===== config.mk =====
export PLATFORM = sky130hd
export DESIGN_NAME = interrupt_controller
export DESIGN_NICKNAME = d
export VERILOG_FILES = /design/src/rtl/interrupt_controller_pkg.sv /design/src/rtl/interrupt_controller_priority_encoder.sv /design/src/rtl/interrupt_controller.sv
export SDC_FILE = /design/constraint.sdc
export NUM_CORES = 1
export LEC_CHECK = 0
export CAP_MARGIN = 20
export CORE_MARGIN = 1.5
export CORE_UTILIZATION = 45
export CTS_CLUSTER_DIAMETER = 150
export CTS_CLUSTER_SIZE = 16
export DETAILED_ROUTE_END_ITERATION = 8
export PLACE_DENSITY = 0.73
export SKIP_CTS_REPAIR_TIMING = 1
export SYNTH_ARGS = -nofsm -noshare
export SYNTH_HDL_FRONTEND = slang
export SYNTH_SLANG_ARGS = --single-unit

===== constraint.sdc =====
create_clock -name clk -period 5.5 [get_ports clk]
set_clock_uncertainty 0.15 [all_clocks]
set_input_delay 0.55 -clock clk [delete_from_list [all_inputs] [get_ports clk]]
set_output_delay 0.55 -clock clk [all_outputs]
set_load 0.005 [all_outputs]

===== src/rtl/interrupt_controller_pkg.sv =====
// Shared CPU-side types: interrupt sequencer states and width helper.
package interrupt_controller_pkg;

    typedef enum logic [1:0] {
        IRQ_IDLE,
        IRQ_REQUEST,
        IRQ_HOLDOFF
    } irq_state;

    // Index width for n sources; never narrower than one bit.
    function automatic int vec_width(input int n);
        return (n > 1) ? $clog2(n) : 1;
    endfunction

endpackage


===== src/rtl/interrupt_controller_priority_encoder.sv =====
// Combinational lowest-index-wins priority encoder.
module priority_encoder
    import interrupt_controller_pkg::*;
#(
    parameter int WIDTH   = 15,
    parameter int INDEX_W = vec_width(WIDTH)
) (
    input  logic [WIDTH-1:0]   req,
    output logic [INDEX_W-1:0] index,
    output logic               valid
);

    // Scan from the top so the lowest set bit is the last one written.
    always_comb begin
        index = '0;
        valid = 1'b0;
        for (int i = WIDTH - 1; i >= 0; i--) begin
            if (req[i]) begin
                index = i[INDEX_W-1:0];
                valid = 1'b1;
            end
        end
    end

endmodule


===== src/rtl/interrupt_controller.sv =====
// Interrupt controller: pending latch, priority selection and request/holdoff
// sequencer feeding the CPU microcode.
module interrupt_controller
    import interrupt_controller_pkg::*;
#(
    parameter int                    NUM_CHANNELS   = 15,
    parameter logic [NUM_CHANNELS-1:0] EDGE_MASK    = '1,
    parameter int                    HOLDOFF_CYCLES = 2,
    localparam int                   VEC_W          = vec_width(NUM_CHANNELS)
) (
    input  logic                    clk,
    input  logic                    reset,
    input  logic [NUM_CHANNELS-1:0] irq_in,
    input  logic [NUM_CHANNELS-1:0] irq_mask,
    input  logic                    interrupt_enable,
    input  logic                    irq_ack,
    input  logic                    clear_strobe,
    input  logic [NUM_CHANNELS-1:0] clear_bits,
    output logic                    irq_req,
    output logic [VEC_W-1:0]        irq_vector,
    output logic [NUM_CHANNELS-1:0] pending
);

    localparam int CNT_W = (HOLDOFF_CYCLES > 0) ? $clog2(HOLDOFF_CYCLES + 1) : 1;

    irq_state                  state_reg, state_next;
    logic [NUM_CHANNELS-1:0]   irq_prev_reg;
    logic [NUM_CHANNELS-1:0]   rst_high_reg;
    logic [NUM_CHANNELS-1:0]   pending_reg, pending_next;
    logic [NUM_CHANNELS-1:0]   set_event;
    logic [NUM_CHANNELS-1:0]   clear_mask;
    logic                      irq_req_reg, irq_req_next;
    logic [VEC_W-1:0]          vector_reg, vector_next;
    logic [CNT_W-1:0]          holdoff_reg, holdoff_next;
    logic [VEC_W-1:0]          cand_index;
    logic                      cand_valid;
    logic                      ack_taken;

    // A source already high when reset releases counts as seen, so edge
    // channels need a fresh 0->1 before they can set pending.
    generate
        for (genvar gi = 0; gi < NUM_CHANNELS; gi++) begin : g_set
            if (EDGE_MASK[gi]) begin : g_edge
                assign set_event[gi] = irq_in[gi] & ~irq_prev_reg[gi] & ~rst_high_reg[gi];
            end else begin : g_level
                assign set_event[gi] = irq_in[gi];
            end
        end
    endgenerate

    assign ack_taken = irq_ack && (state_reg == IRQ_REQUEST);

    always_comb begin
        clear_mask = clear_strobe ? clear_bits : '0;
        if (ack_taken) begin
            clear_mask[vector_reg] = 1'b1;
        end
        pending_next = (pending_reg & ~clear_mask) | set_event;
    end

    priority_encoder #(
        .WIDTH   (NUM_CHANNELS),
        .INDEX_W (VEC_W)
    ) u_prio (
        .req   (pending_reg & irq_mask),
        .index (cand_index),
        .valid (cand_valid)
    );

    always_comb begin
        state_next   = state_reg;
        vector_next  = vector_reg;
        holdoff_next = holdoff_reg;
        irq_req_next = 1'b0;
        case (state_reg)
            IRQ_IDLE: begin
                if (interrupt_enable && cand_valid) begin
                    state_next   = IRQ_REQUEST;
                    vector_next  = cand_index;
                    irq_req_next = 1'b1;
                end
            end
            IRQ_REQUEST: begin
                irq_req_next = 1'b1;
                if (irq_ack) begin
                    irq_req_next = 1'b0;
                    if (HOLDOFF_CYCLES == 0) begin
                        state_next = IRQ_IDLE;
                    end else begin
                        state_next   = IRQ_HOLDOFF;
                        holdoff_next = CNT_W'(HOLDOFF_CYCLES);
                    end
                end else if (!interrupt_enable || !irq_mask[vector_reg]
                             || !pending_next[vector_reg]) begin
                    // Withdraw without consuming the pending bit.
                    irq_req_next = 1'b0;
                    state_next   = IRQ_IDLE;
                end
            end
            IRQ_HOLDOFF: begin
                holdoff_next = (holdoff_reg == '0) ? '0 : holdoff_reg - CNT_W'(1);
                if (holdoff_reg <= CNT_W'(1)) begin
                    state_next = IRQ_IDLE;
                end
            end
            default: state_next = IRQ_IDLE;
        endcase
    end

    always_ff @(posedge clk) begin
        if (reset) begin
            state_reg    <= IRQ_IDLE;
            pending_reg  <= '0;
            irq_prev_reg <= '0;
            irq_req_reg  <= 1'b0;
            vector_reg   <= '0;
            holdoff_reg  <= '0;
        end else begin
            state_reg    <= state_next;
            pending_reg  <= pending_next;
            irq_prev_reg <= irq_in;
            irq_req_reg  <= irq_req_next;
            vector_reg   <= vector_next;
            holdoff_reg  <= holdoff_next;
        end
    end

    always_ff @(posedge clk) begin
        rst_high_reg <= reset ? irq_in : '0;
    end

    assign irq_req    = irq_req_reg;
    assign irq_vector = vector_reg;
    assign pending    = pending_reg;

endmodule

==> flow_summary.ini, run 1 <==
[critical_path]
crit_path_max_fanout = 8
max_stage_delay_ns = 0.57
crit_path_start_kind = primary input
worstPathRequired_ns = 5.51
endpoint_kind = flop
rrSetupSlack_ns = 2.65
crit_chain = clkdlybuf4s50_1 > a222oi_1 > nand3_1 > o41ai_4 > o311ai_1 > a2111oi_2 > a2111oi_1
crit_arrival_ns = 2.94
r2r-end = irq_req
critPathSlowestCell = o41ai_4
r2r_cells = 6
worst_r2r_startpoint = irq_vector[2]
critPathKind = primary input to flop

[drt]
route.detailed.wl_per_inst_um = 15.4
vias = 2305
ant_nets = 0
viasPerCell = 5.53
routed_wl_um = 6400
drc = 0
drtIter0Drc = 118
dr.pass1.iters = 4

[synthesis]
synth-edff-count = 0
syn-cell-area_sq_um = 2540
ys.flop_type = dfxtp_1
synth_fp_nets = 331
synth_seq_area_share_pct = 42.6
synth_area_leaders = dfxtp_1, nand2_1, nor2_1, nor2b_1, a21oi_1
synthCells = 281
yosysUniqueCellTypes = 60
synth_top_cell_by_area = dfxtp_1
yosys_warnings = 0
async_flop_share_pct = 0
ys_ff_latch = 54
postSynthAreaPerCell_sq_um = 9.03
yosys.area.top_type_share_pct = 42.6

[clock_tree]
cts.path.max_buffers = 2
cts_sinks = 54
insertion_delay_ns = 0.30
cts_made_buffers = 5
cts_tree = done
cts_max_level = 2
clockRootBuffer = clkbuf_8
clk_pin_slew_ns = 0.09

[placement]
hpwl_um = 4860
port_buffers = 69
finalWeightedCongestion = 0.962

[global_route]
first_global_vias = 2182
antenna_found_initial = 0
grt_max_degree = 56
grt_overflow_total = 0
track_usage_pct = 21.8
grt_pass1_wl_um = 10600

[floorplanning]
die_area_sq_um = 6100
num_rows = 27
coreArea_sq_um = 5470
die_width_um = 78.1
ioPinCount = 70
die_h_um = 78.1
start_util_pct = 46.4

[power]
powerDensity_nw_per_um2 = 272
vdd_ir_drop_max_mv = 0.139
leakagePower_nw = 1.19

[sta]
hold_viol = 0
period_share_pct = 53.2
totalNegativeSetupSlack_ns = 0
rsz0062_at_grt = no
setup_violations = 0
report.final.slew_viol_count = 0
worstMarginPinSlew_ns = 0.703
max_slew_margin_pct = 53.0
finalCriticalPeriod_ns = 2.93
fmax_mhz = 342

[layout]
final_cell_mix = clkdlybuf4s50_1, dfxtp_1, nand2_1
fillCellCount = 512
register_area_sq_um = 1080
nets = 394
layout-drive-gt1-share_pct = 6.67
antenna_cells = 0
synthToLayoutAreaGrowth_pct = 31.7
multi_input_area_sq_um = 1360
final_util_pct = 61.1
final_common_cell = clkdlybuf4s50_1

[worst_hold_path]
hp-start = rst_high_reg[1]
hold_path.class = flop to flop
hold_depth = 3
hold_end = pending[1]

[job]
maxCapViolCount = 0

[status]
status = finished clean
## routing by layer
layer	vias to the layer above	global-route usage, %	part of all wire [%]
li1	1150	-	-
met1	1067	30.2	46
met2	78	34.0	46
met3	10	5.35	6.6
met4	0	5.36	1.5
met5	-	0	0
## synthesized netlist by cell type (3+ instances only)
master	number
nand3_1	7
and2_1	16
a21boi_0	3
a32oi_1	6
buf_2	3
nor2b_1	17
a22o_1	3
mux4_2	3
nor3b_1	3
nand3b_1	3
nor2_1	31
clkbuf_1	6
or3_1	3
nand2_1	36
dfxtp_1	54
a211oi_1	4
buf_6	4
a21oi_1	20
o311ai_1	3
nor3_1	3
o21ai_0	4
## cell families after synthesis
logic type / share of synthesized area [%]
multiplexers: 3.45
AO/OA/AOI/OAI: 23.1
AND/OR/NAND/NOR: 27.0
flip-flops: 42.6
buffers and inverters: 3.85
## power by group
part / total, mW / switching (mW) / leakage, nW / internal, mW
combinational: 0.200 / 0.0860 / 0.688 / 0.114
sequential: 0.451 / 0.0340 / 0.448 / 0.417
clock: 0.257 / 0.121 / 0.0524 / 0.136
## worst max path at each step
| stage | slack [ns] | startpoint | endpoint |
|---|---|---|---|
| finish | 2.57 | irq_mask[14] | irq_req |
| global route | 2.39 | irq_vector[2] | irq_req |
| floorplan | 3.06 | irq_mask[14] | irq_req |
| CTS | 2.61 | irq_mask[14] | irq_req |
| global placement | 2.34 | irq_mask[14] | irq_req |
| detailed placement | 2.28 | irq_mask[14] | state_reg[0] |
## through the flow
stage | instances | hold WS, ns | power (mW) | cell area [sq um] | setup WS, ns
after floorplan | 281 | 0.335 | 0.569 | 2540 | 3.06
after global placement | 409 | 0.363 | 0.658 | 3240 | 2.34
after detailed placement | 409 | 0.367 | 0.659 | 3240 | 2.28
after CTS | 417 | 0.380 | 0.915 | 3340 | 2.61
after global routing | 417 | 0.423 | 0.956 | 3340 | 2.39
final | 417 | 0.384 | 0.908 | 3340 | 2.57
## critical path: cells and delay by family
family | cells | cell delay, ns
buf+inv | 1 | 0.46
compound gates | 5 | 1.73
simple gates | 1 | 0.21
## cell type report
cell class | count | share of cell area (%)
Timing Repair Buffer | 70 | 20.9
Clock buffer | 7 | 2.28
Sequential cell | 54 | 32.3
Inverter | 2 | 0.225
Clock inverter | 1 | 0.899
Multi-Input combinational cell | 211 | 40.7
Tap cell | 72 | 2.70
Power figures use the tool's default switching activity.
==> run 2: changes to the inputs <==
==> constraint.sdc (replaced) <==
create_clock -name clk -period 3 [get_ports clk]
set_clock_uncertainty 0.15 [all_clocks]
set_input_delay 0.3 -clock clk [delete_from_list [all_inputs] [get_ports clk]]
set_output_delay 0.3 -clock clk [all_outputs]
set_load 0.005 [all_outputs]
==> run 2 against run 1 <==
Net effect:
- global-route usage increased by 1.7 points
- largest cell class unchanged
- sequential power increased by 81%
- via count increased by 1.3%
- non-clock buffer count increased by 9
- hold slack got worse by 0.0056 ns
- clock power increased by 54%
- combinational power increased by 100%
==> flow_summary.ini, run 2 (same netlist as run 1, synthesis figures left out) <==
[clock_tree]
cts_sinks = 54
cts_max_level = 2
cts_tree = done
insertion_delay_ns = 0.31
cts_made_buffers = 5
cts.path.max_buffers = 2
clockRootBuffer = clkbuf_8
clk_pin_slew_ns = 0.09

[power]
comb_power_share_pct = 24.9
switching_share_pct = 27.8
pwr-share-clk_pct = 24.6
switchingPower_mw = 0.448
powerDensity_nw_per_um2 = 477
seq_power_share_pct = 50.5
p_int_mw = 1.17
vdd_ir_drop_max_mv = 0.361
leakagePower_nw = 1.22

[drt]
dr_wl_met2_um = 3090
wl_met1_um = 3190
viasPerCell = 5.51
drc = 0
drtIter0Drc = 138
route.detailed.wl_per_inst_um = 16.1
top_layer = met4
wl_met3_um = 425
vias = 2335
routed_wl_um = 6820
dr.pass1.iters = 4
ant_nets = 0

[sta]
totalNegativeSetupSlack_ns = 0
whs_ns = 0.379
hold_viol = 0
period_share_pct = 86.3
setup_violations = 0
worstMarginPinSlew_ns = 0.659
max_slew_margin_pct = 54.9
rsz0062_at_grt = no
fmax_mhz = 386
report.final.slew_viol_count = 0
finalCriticalPeriod_ns = 2.59

[floorplanning]
coreArea_sq_um = 5470
die_h_um = 78.1
ioPinCount = 70
die_width_um = 78.1
start_util_pct = 46.4
die_area_sq_um = 6100
num_rows = 27

[critical_path]
endpoint_kind = flop
crit_path_start_kind = flop
critPathKind = flop to flop
worstPathRequired_ns = 3.01
crit_path_max_fanout = 12
worst_r2r_startpoint = irq_vector[0]
crit_arrival_ns = 2.60
startpoint = irq_vector[0]

[worst_hold_path]
hold_path.class = flop to flop
hp-start = irq_prev_reg[10]

[job]
maxCapViolCount = 0

[placement]
finalWeightedCongestion = 0.898
port_buffers = 69
hpwl_um = 5290

[layout]
layout-drive-gt1-share_pct = 9.09
final_common_cell = clkdlybuf4s50_1
antenna_cells = 0
final_cell_mix = clkdlybuf4s50_1, dfxtp_1, nand2_1
synthToLayoutAreaGrowth_pct = 33.4
nets = 403

[global_route]
first_global_vias = 2240
grt_pass1_wl_um = 11100
grt_max_degree = 18
antenna_found_initial = 0
grt_overflow_total = 0
track_usage_pct = 23.4

[status]
status = finished clean
==> run 2: power groups by stage <==
stage          Combinational (mW)  Clock [mW]  Sequential [mW]
4_1_cts                     0.401       0.410            0.814
2_1_floorplan               0.232           0            0.811
6_report                    0.402       0.396            0.815
5_1_grt                     0.442       0.432            0.821
3_3_place_gp                0.397           0            0.830
3_5_place_dp                0.399           0            0.831
==> run 2: layout make-up <==
type                            count  area [sq um]
Inverter                            2          7.51
Timing Repair Buffer               79           766
Clock buffer                        6          82.6
Sequential cell                    54          1080
Tap cell                           72          90.1
Fill cell                         485          2090
Multi-Input combinational cell    211          1360
==> run 2: critical path, stage by stage, from the launching register on <==
cell and delay [ns]:
dfxtp_1 0.61, nand2_1 0.25, o311a_1 0.40, a211o_1 0.27, a31o_1 0.22, a2111oi_2 0.44
a2111oi_1 0.10
==> run 2: per-layer routing <==
| metal | global-route usage, % | vias up |
|---|---|---|
| met5 | 0 | - |
| met4 | 7.14 | 0 |
| met3 | 6.05 | 9 |
| met2 | 37.2 | 75 |
| met1 | 31.3 | 1089 |
| li1 | - | 1162 |
==> run 2: through the flow <==
stage | worst slack (ns) | total power [mW] | utilization, % | area (sq um) | instances
2_1_floorplan | 0.787 | 1.04 | - | 2540 | 281
3_3_place_gp | 0.244 | 1.23 | 60.4 | 3300 | 418
3_5_place_dp | 0.205 | 1.23 | 60.4 | 3300 | 418
4_1_cts | 0.413 | 1.63 | 61.9 | 3390 | 424
5_1_grt | 0.168 | 1.69 | 61.9 | 3390 | 424
6_report | 0.410 | 1.61 | 61.9 | 3390 | 424
==> run 2: final timing paths <==
check | to | slack, ns | depth (start not counted)
worst max register to register | state_reg[0] | 0.41 | 6
worst min register to register | pending[10] | 0.38 | 3
worst min-delay path | pending[10] | 0.38 | 3
worst max-delay path | state_reg[0] | 0.41 | 6
